**src/rtl/data_c_pkg.sv**
```systemverilog
// Shared definitions for the data_c stream FIFO family.
//   fifo_mode_e : read-mode selector (registered output or fall-through)
//   ptr_w()     : storage pointer width, one extra wrap bit over the address
//   cnt_w()     : occupancy counter width, able to hold DEPTH+2
package data_c_pkg;

    typedef enum logic {
        FIFO_REG_OUT = 1'b0,
        FIFO_FWFT    = 1'b1
    } fifo_mode_e;

    function automatic int ptr_w(input int depth);
        return $clog2(depth) + 1;
    endfunction

    // DEPTH+3 so the largest occupancy (DEPTH+2) still fits when DEPTH+2
    // happens to be a power of two (DEPTH=2).
    function automatic int cnt_w(input int depth);
        return $clog2(depth + 3);
    endfunction

endpackage

```
**src/rtl/data_c_sync_fifo_mem.sv**
```systemverilog
// Simple dual-port storage array for data_c_sync_fifo.
// Synchronous write, asynchronous read, no reset on contents.
// Ports:
//   clock   : write clock
//   wr_en   : write strobe
//   wr_addr : write address
//   wr_data : write data
//   rd_addr : read address
//   rd_data : combinational read data at rd_addr
module data_c_sync_fifo_mem
    import data_c_pkg::*;
#(
    parameter int DSIZE = 18,
    parameter int DEPTH = 8
) (
    input  logic                          clock,
    input  logic                          wr_en,
    input  logic [ptr_w(DEPTH)-2:0]       wr_addr,
    input  logic [DSIZE-1:0]              wr_data,
    input  logic [ptr_w(DEPTH)-2:0]       rd_addr,
    output logic [DSIZE-1:0]              rd_data
);

    logic [DSIZE-1:0] ram [DEPTH];

    always_ff @(posedge clock) begin
        if (wr_en) begin
            ram[wr_addr] <= wr_data;
        end
    end

    assign rd_data = ram[rd_addr];

endmodule

```
**src/rtl/data_c_sync_fifo.sv**
```systemverilog
// Single-clock valid/ready stream FIFO with occupancy count, almost
// flags and synchronous flush.
// FWFT=1: one output register after the memory, latency 1, capacity DEPTH+1.
// FWFT=0: two output registers, latency 2, capacity DEPTH+2.
// Ports:
//   clock        : sole clock
//   rst          : asynchronous active-high reset
//   flush        : synchronous clear of all contents (highest priority)
//   in_data      : write data
//   in_valid     : write request
//   in_ready     : space available in the memory
//   out_data     : read data, stable while out_valid && !out_ready
//   out_valid    : read data present
//   out_ready    : consumer accept
//   count        : entries held, output registers included
//   almost_full  : count >= AF_LEVEL
//   almost_empty : count <= AE_LEVEL
module data_c_sync_fifo
    import data_c_pkg::*;
#(
    parameter  int DSIZE    = 18,
    parameter  int DEPTH    = 8,
    parameter  int FWFT     = 1,
    parameter  int AF_LEVEL = DEPTH - 2,
    parameter  int AE_LEVEL = 1,
    localparam int CSIZE    = cnt_w(DEPTH)
) (
    input  logic             clock,
    input  logic             rst,
    input  logic             flush,
    input  logic [DSIZE-1:0] in_data,
    input  logic             in_valid,
    output logic             in_ready,
    output logic [DSIZE-1:0] out_data,
    output logic             out_valid,
    input  logic             out_ready,
    output logic [CSIZE-1:0] count,
    output logic             almost_full,
    output logic             almost_empty
);

    localparam int PTR_W = ptr_w(DEPTH);
    localparam int AW    = PTR_W - 1;
    localparam bit FALL_THROUGH = (FWFT == int'(FIFO_FWFT));
    localparam logic [CSIZE-1:0] AF_C = CSIZE'(AF_LEVEL);
    localparam logic [CSIZE-1:0] AE_C = CSIZE'(AE_LEVEL);

    if ((DEPTH < 2) || ((DEPTH & (DEPTH - 1)) != 0)) begin : g_bad_depth
        $error("data_c_sync_fifo: DEPTH must be a power of two and at least 2");
    end
    if (AF_LEVEL > DEPTH + 1 + (FALL_THROUGH ? 0 : 1)) begin : g_bad_af
        $error("data_c_sync_fifo: AF_LEVEL exceeds FIFO capacity");
    end
    if (AE_LEVEL >= AF_LEVEL) begin : g_bad_ae
        $error("data_c_sync_fifo: AE_LEVEL must be below AF_LEVEL");
    end

    logic [PTR_W-1:0] wr_ptr;
    logic [PTR_W-1:0] rd_ptr;
    logic             mem_empty;
    logic             mem_full;
    logic             ready_en;
    logic             wr_en;
    logic             out_fire;
    logic             mem_wr;
    logic [DSIZE-1:0] mem_rd_data;

    // Head stage: the register fed straight from memory (or bypass).
    logic             vld_p0;
    logic [DSIZE-1:0] data_p0;
    logic             drain_p0;
    logic             take_p0;
    logic             load_mem_p0;
    logic             load_byp_p0;

    logic [CSIZE-1:0] count_next;

    // Wrap bit differs and address bits match: the memory holds DEPTH words.
    assign mem_empty = (wr_ptr == rd_ptr);
    assign mem_full  = (wr_ptr[AW] != rd_ptr[AW]) &&
                       (wr_ptr[AW-1:0] == rd_ptr[AW-1:0]);

    // Depends only on registers, so out_ready never reaches in_ready.
    assign in_ready = ready_en && !mem_full;
    assign wr_en    = in_valid && in_ready;
    assign out_fire = out_valid && out_ready;

    // A word only enters the memory when it cannot go straight to the head.
    assign take_p0     = !vld_p0 || drain_p0;
    assign load_mem_p0 = take_p0 && !mem_empty;
    assign load_byp_p0 = take_p0 && mem_empty && wr_en;
    assign mem_wr      = wr_en && !load_byp_p0 && !flush;

    data_c_sync_fifo_mem #(
        .DSIZE (DSIZE),
        .DEPTH (DEPTH)
    ) u_mem (
        .clock   (clock),
        .wr_en   (mem_wr),
        .wr_addr (wr_ptr[AW-1:0]),
        .wr_data (in_data),
        .rd_addr (rd_ptr[AW-1:0]),
        .rd_data (mem_rd_data)
    );

    // ---- pointers and ready enable ----
    always_ff @(posedge clock or posedge rst) begin
        if (rst) begin
            wr_ptr   <= '0;
            rd_ptr   <= '0;
            ready_en <= 1'b0;
        end else begin
            ready_en <= 1'b1;
            if (flush) begin
                wr_ptr <= '0;
                rd_ptr <= '0;
            end else begin
                if (mem_wr) begin
                    wr_ptr <= wr_ptr + PTR_W'(1);
                end
                if (load_mem_p0) begin
                    rd_ptr <= rd_ptr + PTR_W'(1);
                end
            end
        end
    end

    // ---- stage p0: memory / bypass -> head register ----
    always_ff @(posedge clock or posedge rst) begin
        if (rst) begin
            vld_p0  <= 1'b0;
            data_p0 <= '0;
        end else if (flush) begin
            vld_p0 <= 1'b0;
        end else if (take_p0) begin
            vld_p0 <= load_mem_p0 || load_byp_p0;
            if (load_mem_p0) begin
                data_p0 <= mem_rd_data;
            end else if (load_byp_p0) begin
                data_p0 <= in_data;
            end
        end
    end

    if (FALL_THROUGH) begin : g_fwft
        assign drain_p0  = out_fire;
        assign out_valid = vld_p0;
        assign out_data  = data_p0;
    end else begin : g_reg_out
        logic             vld_p1;
        logic [DSIZE-1:0] data_p1;
        logic             take_p1;

        // p1 refills from p0 whenever it is empty or being read.
        assign take_p1  = !vld_p1 || out_fire;
        assign drain_p0 = take_p1;

        // ---- stage p1: head register -> output register ----
        always_ff @(posedge clock or posedge rst) begin
            if (rst) begin
                vld_p1  <= 1'b0;
                data_p1 <= '0;
            end else if (flush) begin
                vld_p1 <= 1'b0;
            end else if (take_p1) begin
                vld_p1 <= vld_p0;
                if (vld_p0) begin
                    data_p1 <= data_p0;
                end
            end
        end

        assign out_valid = vld_p1;
        assign out_data  = data_p1;
    end

    always_comb begin
        count_next = count;
        if (flush) begin
            count_next = '0;
        end else begin
            case ({wr_en, out_fire})
                2'b10:   count_next = count + CSIZE'(1);
                2'b01:   count_next = count - CSIZE'(1);
                default: count_next = count;
            endcase
        end
    end

    // ---- occupancy and flags, flags from next count to stay aligned ----
    always_ff @(posedge clock or posedge rst) begin
        if (rst) begin
            count        <= '0;
            almost_full  <= 1'b0;
            almost_empty <= 1'b1;
        end else begin
            count        <= count_next;
            almost_full  <= (count_next >= AF_C);
            almost_empty <= (count_next <= AE_C);
        end
    end

endmodule

```
**config.mk**
```make
export PLATFORM = sky130hd
export DESIGN_NAME = data_c_sync_fifo
export DESIGN_NICKNAME = d
export VERILOG_FILES = /design/src/rtl/data_c_pkg.sv /design/src/rtl/data_c_sync_fifo_mem.sv /design/src/rtl/data_c_sync_fifo.sv
export SDC_FILE = /design/constraint.sdc
export NUM_CORES = 1
export LEC_CHECK = 0
export CORE_ASPECT_RATIO = 1.5
export CORE_UTILIZATION = 59
export CTS_CLUSTER_DIAMETER = 150
export DETAILED_ROUTE_END_ITERATION = 8
export PLACE_DENSITY_LB_ADDON = 0.05
export SETUP_SLACK_MARGIN = 0.3
export SLEW_MARGIN = 20
export SYNTH_ARGS = -nofsm -noshare
export SYNTH_HDL_FRONTEND = slang
export SYNTH_SLANG_ARGS = --single-unit
export TNS_END_PERCENT = 10
```
**constraint.sdc**
```tcl
create_clock -name clock -period 8.6 [get_ports clock]
set_input_delay 1.72 -clock clock [delete_from_list [all_inputs] [get_ports clock]]
set_output_delay 1.72 -clock clock [all_outputs]
set_load 0.01 [all_outputs]
```
==> run_results.csv <==
group,metric,value,unit
global_routing,grt_first_pass_wirelength,22000,um
worst_setup_path,r2r_start,"rd_ptr[0]",
logic_synthesis,synth_area_per_cell,17.9,sq um
clocking,clock_latency,420,ps
logic_synthesis,synth_cell_types,49,
logic_synthesis,synthAdderAreaFrac,1.14,%
min_path,hp-class,"reg -> reg",
power_and_ir_drop,powerDensity,260,nW/um^2
place,hpwl,8260,um
logic_synthesis,synth_xor_area_share,0.724,%
outcome,outcome,"complete, no violations",
worst_setup_path,slowest_stage,"clkdlybuf4s50_1",
timing,drv_slew,0,
logic_synthesis,synth_edf_count,144,
worst_setup_path,startpoint,"flush",
logic_synthesis,synthCells,405,
timing,tns,0,ps
place,port_buffers,48,
clocking,cts_hold_buf,0,
timing,post-route-period-util,49.0,%
final_layout,diodes,0,
logic_synthesis,synth_mux_area_share,14.2,%
final_layout,final_layout_size_suffix_gt1_share,20.4,%
worst_setup_path,path_cells,"clkdlybuf4s50_1 > inv_1 > nand2_1 > nor3_2 > buf_4",
place,placed_cell_area,7960,sq um
final_layout,instances_no_fill,629,
clocking,cts_root_buf,"clkbuf_16",
power_and_ir_drop,pwr-share-seq,46.3,%
global_routing,antenna_found_initial,0,
drt,wirelength,14300,um
worst_setup_path,crit_arrival,4330,ps
global_routing,first_global_vias,3924,
global_routing,grt_start_max_net_pins,42,
timing,fmax,237,MHz
timing,hold_violations,0,
power_and_ir_drop,p_leak,0.00287,uW
logic_synthesis,ys_async_sr_fraction,19.1,%
timing,skew,11.1,ps
logic_synthesis,syn-cell-area,7260,sq um
die,core,12000,sq um
worst_setup_path,crit_path_end,"u_mem.ram[3][6]",
clocking,clkTransAtPathRegs,60,ps
power_and_ir_drop,pwr-share-clk,34.2,%
timing,setup_viol,0,
logic_synthesis,synthTopCellsByCount,"edfxtp_1 (144), mux4_2 (36), dfrtp_1 (33), inv_1 (24), nand3_1 (23)",
worst_setup_path,reg2reg_depth,6,
final_layout,design_area,8550,sq um
die,die_h,138,um
logic_synthesis,ys_ff_latch,178,
drt,via_per_inst,6.22,
power_and_ir_drop,power.internal,1650,uW
logic_synthesis,syn-num-nets,434,
clocking,clockBufferDepth,2,
run,drv_cap,0,
power_and_ir_drop,ir_drop,0.189,mV
final_layout,num-nets-final,492,
drt,via_count,3910,
clocking,tritoncts,"yes",
place,dp_cells,597,
clocking,cts_setup_buffers,0,
drt,drt-pass1-iter-count,5,
clocking,cts_made_buffers,17,
logic_synthesis,synth.most_common_cell,"edfxtp_1",
logic_synthesis,synth-compound-area-share,4.52,%
final_layout,syn2layout_area_growth,17.9,%
die,io_pins,49,
power_and_ir_drop,power_switching,578,uW
place,routabilityCongestion,0.811,
drt,ant_nets,0,
timing,slew-limit-headroom,24.1,%
logic_synthesis,yosys.area.top_type_share,59.6,%
logic_synthesis,synth_ff_type,"edfxtp_1",
logic_synthesis,yosys.area_share.simple,5.16,%
drt,avgRoutedWirePerCell,22.8,um
timing,rsz0062_at_grt,"false",
worst_setup_path,crit_path_end_kind,"register",
worst_setup_path,r2r-end,"u_mem.ram[3][6]",
worst_setup_path,start_kind,"input pin",
drt,drcViolationCount,0,
logic_synthesis,synth_area_leaders,"edfxtp_1 (60%), dfrtp_1 (11%), mux4_2 (11%)",
drt,drtIter0Drc,265,
logic_synthesis,yosysSeqAreaShare,71.3,%
worst_setup_path,cp.required,8710,ps
worst_setup_path,timing.reg2reg.setup_slack,5310,ps
logic_synthesis,synth_top_family_by_area,"multiplexers",
logic_synthesis,yosys.area.top_type,"edfxtp_1",
power_and_ir_drop,switching_share,26.0,%
worst_setup_path,crit_type,"in -> reg",
clocking,cts.htree.levels,4,
die,die-area,12800,sq um
logic_synthesis,yosys_warnings,0,
die,initial_core_util,60.4,%
worst_setup_path,crit_path_max_fanout,23,
timing,hold_ws,584,ps
global_routing,grt_usage,24.7,%
clocking,ctsResizeCount,0,
die,die_w,92.5,um
global_routing,grt_overflow_total,0,
timing,tightestPinTransition,1130,ps
die,num_rows,49,
timing,period_needed,4220,ps
clocking,cts_sinks,178,
power_and_ir_drop,comb_power_share,19.5,%
worst_setup_path,worst_path_largest_cell_delay,870,ps
==> through the flow <==
step,total power [uW],util (%),worst slack [ps]
3_5_place_dp,1490,66.3,3960
3_3_place_gp,1480,66.3,4060
2_1_floorplan,1300,-,3840
6_report,2230,71.2,4380
4_1_cts,2250,71.2,4320
5_1_grt,2320,71.2,4160
==> power groups by stage <==
stage          logic [uW]  clock network [uW]  registers (uW)
2_1_floorplan         240                   0            1060
3_3_place_gp          430                   0            1050
3_5_place_dp          440                   0            1050
4_1_cts               441                 778            1030
5_1_grt               472                 807            1040
6_report              434                 761            1030
==> worst min-delay path by stage <==
stage / start / to / cells past startpoint
2_1_floorplan: rd_ptr[3] / rd_ptr[3] / 2
3_3_place_gp: rd_ptr[3] / rd_ptr[3] / 2
3_5_place_dp: rd_ptr[3] / rd_ptr[3] / 2
4_1_cts: rd_ptr[3] / rd_ptr[3] / 2
5_1_grt: rd_ptr[3] / rd_ptr[3] / 2
6_report: out_data[12] / out_data[12] / 2
==> routing by layer <==
metal	track usage [%]	part of all wire, %	up-vias
met1	31.1	40	2064
met2	42.9	54	96
met3	4.30	3.8	15
met5	0	0	-
li1	-	-	1735
met4	8.94	1.5	0
==> layout by cell type, fill, tap and decap left out, drive strengths merged, types with 2 or more instances in the layout <==
cell	Yosys	layout
a21o	2	2
a21oi	6	6
a31oi	2	2
and2	2	2
buf	16	13
bufinv	0	2
clkbuf	6	18
clkdlybuf4s50	0	48
clkinv	0	5
clkinvlp	0	2
dfrtp	33	33
edfxtp	144	144
ha	5	5
inv	24	29
mux2	2	2
mux2i	20	20
mux4	36	36
nand2	8	8
nand2b	2	2
nand3	23	23
nor2	9	9
nor2b	4	4
nor3	5	5
nor4	4	4
o21ai	3	3
o221ai	18	18
o31ai	2	2
or3	2	2
or4	3	3
xnor2	3	3
xor2	3	3
==> kinds of logic (layout without fill, tap and decap cells) <==
logic type      Yosys count  after routing
compound gates           41             41
xor+xnor                  6              6
fa+ha+maj                 6              6
buf+inv                  46            117
flops                   178            178
mux                      58             58
other cells               1              1
simple gates             69             69
==> final cells by class <==
cell class	count	area, sq um
Clock buffer	18	439
Clock inverter	14	150
Fill cell	791	3460
Tap cell	153	191
Sequential cell	178	5180
Multi-Input combinational cell	181	1930
Timing Repair Buffer	61	578
Inverter	24	90.1
==> registers in the layout, indices dropped and copies added (netlist names) <==
register	cells
out_valid	1
out_data	18
wr_ptr	4
almost_full	1
rd_ptr	4
ready_en	1
count	4
almost_empty	1
u_mem.ram	144
==> critical path: cells and delay by family <==
family                 cells  cell delay (ps)
buffers and inverters      3             1610
and+or+nand+nor            2              980
Note: power is estimated with default switching activity, not from simulation.
